`src/rtl/apb_cmplr_regbank.sv`:
```
`timescale 1ns/1ps
// APB4 completer holding a small register bank: register 0 is a read-only ID,
// the others are byte-strobed read/write. Wait states and error decode are configurable.
module apb_cmplr_regbank #(
    parameter int          ADDR_WIDTH  = 8,
    parameter int          DATA_WIDTH  = 32,
    parameter int          NUM_REGS    = 16,
    parameter int          WAIT_STATES = 0,
    parameter logic [31:0] ID_VALUE    = 32'hDA7A_0001
) (
    input  logic                    clk,
    input  logic                    reset,
    input  logic                    psel,
    input  logic                    penable,
    input  logic                    pwrite,
    input  logic [ADDR_WIDTH-1:0]   paddr,
    input  logic [DATA_WIDTH-1:0]   pwdata,
    input  logic [DATA_WIDTH/8-1:0] pstrb,
    output logic                    pready,
    output logic [DATA_WIDTH-1:0]   prdata,
    output logic                    pslverr
);
    localparam int              IDX_W      = ADDR_WIDTH - 2;
    localparam int              SEL_W      = $clog2(NUM_REGS);
    localparam int              STRB_W     = DATA_WIDTH / 8;
    localparam logic [IDX_W:0]  NUM_REGS_V = NUM_REGS[IDX_W:0];
    localparam logic [3:0]      WS_V       = WAIT_STATES[3:0];

    if (DATA_WIDTH != 32) begin : g_chk_data_width
        $error("apb_cmplr_regbank: DATA_WIDTH must be 32");
    end
    if ((NUM_REGS < 2) || (NUM_REGS > (1 << IDX_W))) begin : g_chk_num_regs
        $error("apb_cmplr_regbank: NUM_REGS out of range");
    end
    if ((WAIT_STATES < 0) || (WAIT_STATES > 15)) begin : g_chk_wait_states
        $error("apb_cmplr_regbank: WAIT_STATES out of range");
    end

    typedef enum logic [1:0] {S_IDLE, S_SETUP_SEEN, S_WAIT, S_DONE} state_t;

    state_t                  r_state;
    state_t                  w_next_state;
    logic [3:0]              r_cnt;
    logic [3:0]              w_next_cnt;
    logic                    r_write;
    logic                    r_err;
    logic [IDX_W-1:0]        r_idx;
    logic [DATA_WIDTH-1:0]   r_wdata;
    logic [STRB_W-1:0]       r_strb;
    logic [DATA_WIDTH-1:0]   r_regs [NUM_REGS];
    logic                    r_pready;
    logic                    r_pslverr;
    logic [DATA_WIDTH-1:0]   r_prdata;

    logic                    w_setup;
    logic                    w_take;
    logic [IDX_W-1:0]        w_idx;
    logic                    w_err_in;
    logic [IDX_W-1:0]        w_eff_idx;
    logic                    w_eff_write;
    logic                    w_eff_err;
    logic [DATA_WIDTH-1:0]   w_rd_word;
    logic                    w_done_next;
    logic                    w_commit;
    logic                    w_unused_addr_lsb;

    assign w_setup           = psel & ~penable;
    assign w_take            = ((r_state == S_IDLE) || (r_state == S_DONE)) && w_setup;
    assign w_idx             = paddr[ADDR_WIDTH-1:2];
    assign w_err_in          = ({1'b0, w_idx} >= NUM_REGS_V) || (pwrite && (w_idx == {IDX_W{1'b0}}));
    assign w_done_next       = (w_next_state == S_DONE);
    assign w_commit          = (r_state == S_DONE) && psel && r_write && !r_err;
    assign w_unused_addr_lsb = &{1'b0, paddr[1:0]};

    assign pready  = r_pready;
    assign prdata  = r_prdata;
    assign pslverr = r_pslverr;

    // Next state and wait counter; DONE is the completion cycle itself.
    always_comb begin
        w_next_state = r_state;
        w_next_cnt   = r_cnt;
        case (r_state)
            S_IDLE, S_DONE: begin
                if (w_setup) begin
                    w_next_cnt   = WS_V;
                    w_next_state = (WS_V == 4'd0) ? S_DONE : S_SETUP_SEEN;
                end else begin
                    w_next_cnt   = 4'd0;
                    w_next_state = S_IDLE;
                end
            end
            S_SETUP_SEEN, S_WAIT: begin
                if (!psel) begin
                    w_next_cnt   = 4'd0;
                    w_next_state = S_IDLE;
                end else begin
                    w_next_cnt   = r_cnt - 4'd1;
                    w_next_state = (r_cnt == 4'd1) ? S_DONE : S_WAIT;
                end
            end
            default: begin
                w_next_cnt   = 4'd0;
                w_next_state = S_IDLE;
            end
        endcase
    end

    // With zero wait states the completion is decided in the setup cycle, before the latch.
    always_comb begin
        w_eff_idx   = r_idx;
        w_eff_write = r_write;
        w_eff_err   = r_err;
        if (w_take) begin
            w_eff_idx   = w_idx;
            w_eff_write = pwrite;
            w_eff_err   = w_err_in;
        end else begin
            w_eff_idx   = r_idx;
            w_eff_write = r_write;
            w_eff_err   = r_err;
        end
        if (w_eff_idx == {IDX_W{1'b0}}) begin
            w_rd_word = ID_VALUE;
        end else begin
            w_rd_word = r_regs[w_eff_idx[SEL_W-1:0]];
        end
    end

    // FSM state register and wait counter.
    always_ff @(posedge clk or posedge reset) begin
        if (reset) begin
            r_state <= S_IDLE;
            r_cnt   <= 4'd0;
        end else begin
            r_state <= w_next_state;
            r_cnt   <= w_next_cnt;
        end
    end

    // Setup-phase capture; access-phase changes on the bus are ignored.
    always_ff @(posedge clk or posedge reset) begin
        if (reset) begin
            r_write <= 1'b0;
            r_err   <= 1'b0;
            r_idx   <= {IDX_W{1'b0}};
            r_wdata <= {DATA_WIDTH{1'b0}};
            r_strb  <= {STRB_W{1'b0}};
        end else if (w_take) begin
            r_write <= pwrite;
            r_err   <= w_err_in;
            r_idx   <= w_idx;
            r_wdata <= pwdata;
            r_strb  <= pstrb;
        end
    end

    // Registered response, nonzero only in the completion cycle.
    always_ff @(posedge clk or posedge reset) begin
        if (reset) begin
            r_pready  <= 1'b0;
            r_pslverr <= 1'b0;
            r_prdata  <= {DATA_WIDTH{1'b0}};
        end else begin
            r_pready  <= w_done_next;
            r_pslverr <= w_done_next && w_eff_err;
            r_prdata  <= (w_done_next && !w_eff_write && !w_eff_err) ? w_rd_word : {DATA_WIDTH{1'b0}};
        end
    end

    // Register bank; writes commit at the edge that ends the completion cycle.
    always_ff @(posedge clk or posedge reset) begin
        if (reset) begin
            for (int i = 0; i < NUM_REGS; i++) begin
                r_regs[i] <= {DATA_WIDTH{1'b0}};
            end
        end else if (w_commit) begin
            for (int b = 0; b < STRB_W; b++) begin
                if (r_strb[b]) begin
                    r_regs[r_idx[SEL_W-1:0]][8*b +: 8] <= r_wdata[8*b +: 8];
                end
            end
        end
    end

endmodule

```
`config.mk`:
```
export PLATFORM = sky130hd
export DESIGN_NAME = apb_cmplr_regbank
export DESIGN_NICKNAME = d
export VERILOG_FILES = /design/src/rtl/apb_cmplr_regbank.sv
export SDC_FILE = /design/constraint.sdc
export NUM_CORES = 1
export LEC_CHECK = 0
export CAP_MARGIN = 20
export CORE_MARGIN = 1.5
export CORE_UTILIZATION = 45
export CTS_CLUSTER_SIZE = 30
export DETAILED_ROUTE_END_ITERATION = 6
export HOLD_SLACK_MARGIN = 0.1
export SYNTH_ARGS = -nofsm -noshare
export SYNTH_HDL_FRONTEND = slang
export SYNTH_SLANG_ARGS = --single-unit
```
`constraint.sdc`:
```
create_clock -name clk -period 17.9 [get_ports clk]
set_input_delay 2.685 -clock clk [delete_from_list [all_inputs] [get_ports clk]]
set_output_delay 2.685 -clock clk [all_outputs]
set_load 0.01 [all_outputs]
```
* After elaboration in Yosys (flattened, before gate mapping) *
Cells that the tools add are included.
W data, S select, Z words.

word-level totals
  output and inout port bits = 34
  memories = 0
  bits in registers = 596
  bits in writable memories = 0
  bits in latches = 0
  ROM bits = 0
  input port bits = 49

operators by class
  $lt $le $gt $ge = 4
  bitwise operators = 4
  mux-type cells = 33
  reductions and logical operators = 19
  multipliers = 0
  shift-type cells = 0
  equal/unequal tests = 5
  add/subtract/negate cells = 1
  divide/modulo/power cells = 0

operators by type and width
  kind                   count
  $mux W512              7
  $bwmux W512            4
  $demux W32 S4          4
  $mux W32               5
  $bmux W32 S4           1
  $mux W24               1
  $mux W16               1
  $logic_not A6 Y1       2
  $ge A5 B5 Y1 const B   2
  $not A4 Y5             2
  $logic_and A1 B1 Y1    9
  $mux W8                1
  $pmux W4 S2            1
  $eq A2 B2 Y1 const B   3
  $ge A6 B5 Y1 const B   1
  $mux W6                1
  $lt A5 B1 Y1 const B   1
  $eq A4 B1 Y1 const B   1
  $mux W2                2
  $mux W4                1
  $pmux W2 S2            1
  $reduce_or A2 Y1       2
  $sub A4 B1 Y4 const B  1
  $logic_not A1 Y1       3
  other kinds (6)        9

* Longest topological paths before layout *
  word-level depth = 16
  depth in mapped cells = 11
  gate-level depth less buffers = 8

* Worst setup path after synthesis *
OpenSTA, ideal clock, no wires.

  path type = input -> register
  start point = input penable
  end point = register r_prdata[0] (netlist: prdata[0])
  arrival time = 4.626 ns
  cell stages on the path = 7
  data required time = 17.774 ns
  slack = 13.148 ns
  cell sequence = nor3b_1 buf_2 mux2i_1 inv_1 buf_2 a311o_1 a221o_1

between the ends
  word-level cells in the longest chain between the ends = 10
  elaborated cells between the ends (all ways) = 20

ends and longest elaborated chain
  element                                       RTL line  RTL
  start: declaration                            14        input logic penable,
  $not A1 Y1 (*)                                67        assign w_setup = psel & ~penable;
  $and A1 B1 Y1 (*)                             67
  $logic_and A1 B1 Y1                           68        assign w_take = ((r_state == S_IDLE) || (r_state == S_DONE)) && w_setup;
  $mux W6                                       --
  $not A4 Y5 (not written as such)              126       w_rd_word = r_regs[w_eff_idx[SEL_W-1:0]];
  $bmux W32 S4                                  126
  $mux W32 (not written as such) (2 in series)  126
  $mux W32                                      123       if (w_eff_idx == {IDX_W{1'b0}}) begin
  $mux W32 (*)                                  167       r_prdata <= (w_done_next && !w_eff_write && !w_eff_err) ? w_rd_word : {DATA_WIDTH{1'b0}};
  end signal: assignment                        163       r_prdata <= {DATA_WIDTH{1'b0}};
  end signal: assignment                        167
  end: declaration                              53        logic [DATA_WIDTH-1:0] r_prdata;

Every way passes the cells marked *; elsewhere a longest branch is shown, timed or not. The select of a mux whose other input is x is not followed.
A chain may end at the register's enable or synchronous reset.

* Worst setup path after layout *
  start point = input psel
  end point = register r_prdata[1] (netlist: prdata[1])

between the ends
  word-level cells in the longest chain between the ends = 9
  elaborated cells between the ends (all ways) = 20

ends and longest elaborated chain
  element                                       RTL line  RTL
  start: declaration                            13        input logic psel,
  $and A1 B1 Y1                                 67
  $logic_and A1 B1 Y1                           68
  $mux W6                                       --
  $not A4 Y5 (not written as such)              126
  $bmux W32 S4                                  126
  $mux W32 (not written as such) (2 in series)  126
  $mux W32                                      123
  $mux W32 (*)                                  167

Marks and branches as above.

==> results_dict.tcl <==
set metrics [dict create \
    run_status "complete, no violations" \
    p_clk_frac 0.401 \
    finalSetupViolations 0 \
    seq_power_share 0.441 \
    cp_max_delay_cell "clkdlybuf4s50_1" \
    p_int_w 0.002360 \
    gp_congestion 0.7894 \
    synth_cells 2367 \
    critPathRequiredTime_ns 18.34 \
    power-per-cell-area_nw_per_um2 109.1 \
    synth_enable_flop_cells 0 \
    core.rowCount 90 \
    yosys_register_bits 596 \
    timing.hold.worst.class "register to register" \
    transition_time_of_the_tightest_slew_check_pin_ns 1.095 \
    cts.path.max_buffers 3 \
    place.port_buffers 80 \
    cts_tree "yes" \
    timing.final.ws_setup_ns 11.11 \
    mappedNetlistNets 2419 \
    core_area_um2 60360 \
    route.final.wire_length_um 72900 \
    detail_route.iter0.violations 1436 \
    num-fill-cells 5153 \
    timing_hold_violations_final 0 \
    tritoncts.num_buffers 66 \
    grt_setup_unrepaired "false" \
    critPathKind "input port to register" \
    drc 0 \
    cts-root-buf "clkbuf_16" \
    cts_post_setup_buffers_inserted 0 \
    htree_num_levels 3 \
    min_period_over_period 0.3791 \
    antenna_found_initial 1 \
    hpwl_after_detailed_placement_um 43960 \
    endpoint_kind "register" \
    globalRouteMet1Util 0.3261 \
    drt.antenna.violating_nets 0 \
    track_usage 0.2356 \
    synth_sequential_area_ratio 0.5423 \
    globalRouteMet2Util 0.3852 \
    clkSlewWorstSetupHoldPaths_ns 0.06 \
    drt_pass1_iterations 6 \
    finalSetupTns_ns 0 \
    clock_sinks 596 \
    post_layout_nonfiller_instances 3232 \
    static-leakage-power_nw 14.86 \
    via_count 18637 \
    synth_top_flop_cell "dfrtp_1" \
    global_route.peak_usage_layer "met2" \
    maxCapViolCount 0 \
    largest_net_degree_at_the_start_of_global_routing 133 \
    final_antenna_diode_count 0 \
    insertion_delay_of_the_later_clocked_pin_in_the_worst_skew_pair_ns 0.60 \
    drive_gt1_frac 0.2943 \
    post_cts_resize_count 0 \
    layout.cells.most_common_list "595 x dfrtp_1, 590 x nand2_1, 513 x mux2_2" \
    syn2layout_area_growth_pct 13.74 \
    ys.warnings.count 0 \
    globalRoute.totalOverflow 0 \
    wire_length_of_the_first_global_routing_pass_um 113800 \
    worst_ir_drop_vdd_uv 59.71 \
    mappedNetlistArea_um2 27500 \
    placed_cells 3111 \
    grt_pass1_vias 18801 \
    crit_top_cell "buf_4" \
    comb_power_share 0.158 \
    die_area_um2 62600 \
    finalClockSkew_ns 0.01356 \
    net_count_of_the_finished_layout 2453 \
    worstSetupStartpointType "input port" \
    start_util 0.4556 \
    chip_width_um 250.2 \
    fp.dieH_um 250.2 \
    cts_hold_buf 0 \
    max-slew-margin-rel 0.2703 \
    design.portCount 83 \
    timing.fmax_mhz 147.4 \
    drt-vias-per-instance 5.766 \
    cpPeakStageDelay_ns 0.67 \
    async_flop_share 1.000 \
    cp_cell_sequence "clkdlybuf4s50_1, nor3b_2, buf_4, mux2i_4, buf_4, inv_1, buf_4, nor2_4, buf_4, nand3_1, nand4_1, o22ai_2" \
    switchingPower_w 0.001053 \
    pre_cts_slack_ns 10.54 \
    worst-path-max-fanout 32 \
    post_synth.cell_area_avg_um2 11.62 \
    cp.arrival_ns 7.23 \
    routed_wire_length_per_instance_um 22.56 \
    gr-usage-met3 0.02827 \
    layout_commonest_cell "dfrtp_1" \
    final-max-slew-violation-count 0 \
    timing.final.crit_period_ns 6.785 \
    yosys.cell_types.count 50 \
    power.switching_fraction 0.3086 \
]
synthesized netlist by cell type, types with 2 or more instances:
master,instances,area (um2)
o22ai_2,20,250.2
clkbuf_1,103,386.6
a32oi_1,2,17.52
a221oi_1,2,17.52
nor2b_1,11,68.82
buf_6,2,22.52
nor4_1,4,25.02
a211o_1,4,35.03
a311o_1,5,50.05
nand3_1,195,975.9
buf_1,20,75.07
a211oi_1,21,157.7
dfrtp_1,596,14910
a311oi_1,6,52.55
and3_1,2,12.51
buf_2,21,105.1
nor2_1,17,63.81
a21oi_1,39,195.2
a22oi_1,8,60.06
nand4_1,25,156.4
inv_1,8,30.03
nor3_1,9,45.04
mux4_2,39,878.3
and2_1,7,43.79
mux2_2,513,5777
nand2_1,590,2215
a221o_1,5,50.05
o21ai_0,11,55.05
nand2b_1,7,43.79
mux2i_1,46,460.4
xnor2_1,2,17.52
a31oi_1,7,43.79
ha_1,3,37.54
layout make-up:
cell class                 instances  area [um2]  area share
sequential                       596       14920      0.4768
multi-input combinational       1617       12040      0.3848
clock buffer                     106        2131     0.06812
timing repair buffer             112        1094     0.03496
tap                              782       978.4     0.03128
clock inverter                    11       83.83    0.002680
inverter                           8       41.29    0.001320
power groups by stage:
stage | Sequential (W) | Combinational [W] | Clock (W)
3_3_place_gp | 0.00152 | 0.000528 | 0
5_1_grt | 0.00152 | 0.000583 | 0.00146
2_1_floorplan | 0.00144 | 0.000381 | 0
6_report | 0.00150 | 0.000539 | 0.00137
3_5_place_dp | 0.00153 | 0.000533 | 0
4_1_cts | 0.00150 | 0.000534 | 0.00140
critical path, delay by kind of cell:
| kind | cells | cell delay, ns |
|---|---|---|
| AO/OA/AOI/OAI | 1 | 0.11 |
| buffers and inverters | 6 | 2.91 |
| AND/OR/NAND/NOR | 4 | 1.14 |
| multiplexers | 1 | 0.31 |
logic make-up after synthesis:
family	after synthesis	share of synthesized area
buffers and inverters	154	0.02252
AOI/OAI and AO/OA	138	0.03845
and+or+nand+nor	875	0.1354
xor gates and xnor gates	2	0.0006371
adders and majority gates	3	0.001365
DFF	596	0.5423
muxes	599	0.2592
stage by stage:
stage	util	power [W]	instance area [um2]	hold WS [ns]
floorplan	-	0.001826	27500	0.4374
global placement	0.4801	0.002051	28980	0.4525
detailed placement	0.4801	0.002061	28980	0.4684
CTS	0.5168	0.003436	31190	0.4828
global route	0.5182	0.003558	31280	0.4946
finish	0.5182	0.003413	31280	0.4776
final timing paths:
check | from | to | slack [ns] | cells past startpoint
min | r_strb[3] | r_strb[3] | 0.48 | 2
max in group asynchronous | reset | r_regs[40] | 12.67 | 6
min in group asynchronous | reset | r_cnt[1] | 2.59 | 2
max reg2reg | r_state[0] | prdata[1] | 13.10 | 12
min reg2reg | r_strb[3] | r_strb[3] | 0.48 | 2
max | psel | prdata[1] | 11.11 | 12
registers in the layout, indices dropped and copies added (netlist names):
register	count
r_strb	4
prdata	32
r_wdata	32
r_state	2
pslverr	1
r_write	1
r_cnt	4
r_idx	6
r_err	1
pready	1
r_regs	512
routing by layer:
metal  up-vias  part of all wire
met5         -                 0
met4         0             0.024
met3       120             0.047
met2       441              0.48
met1      9685              0.44
li1       8391                 -
No activity file was read; power rests on OpenSTA's default activity.
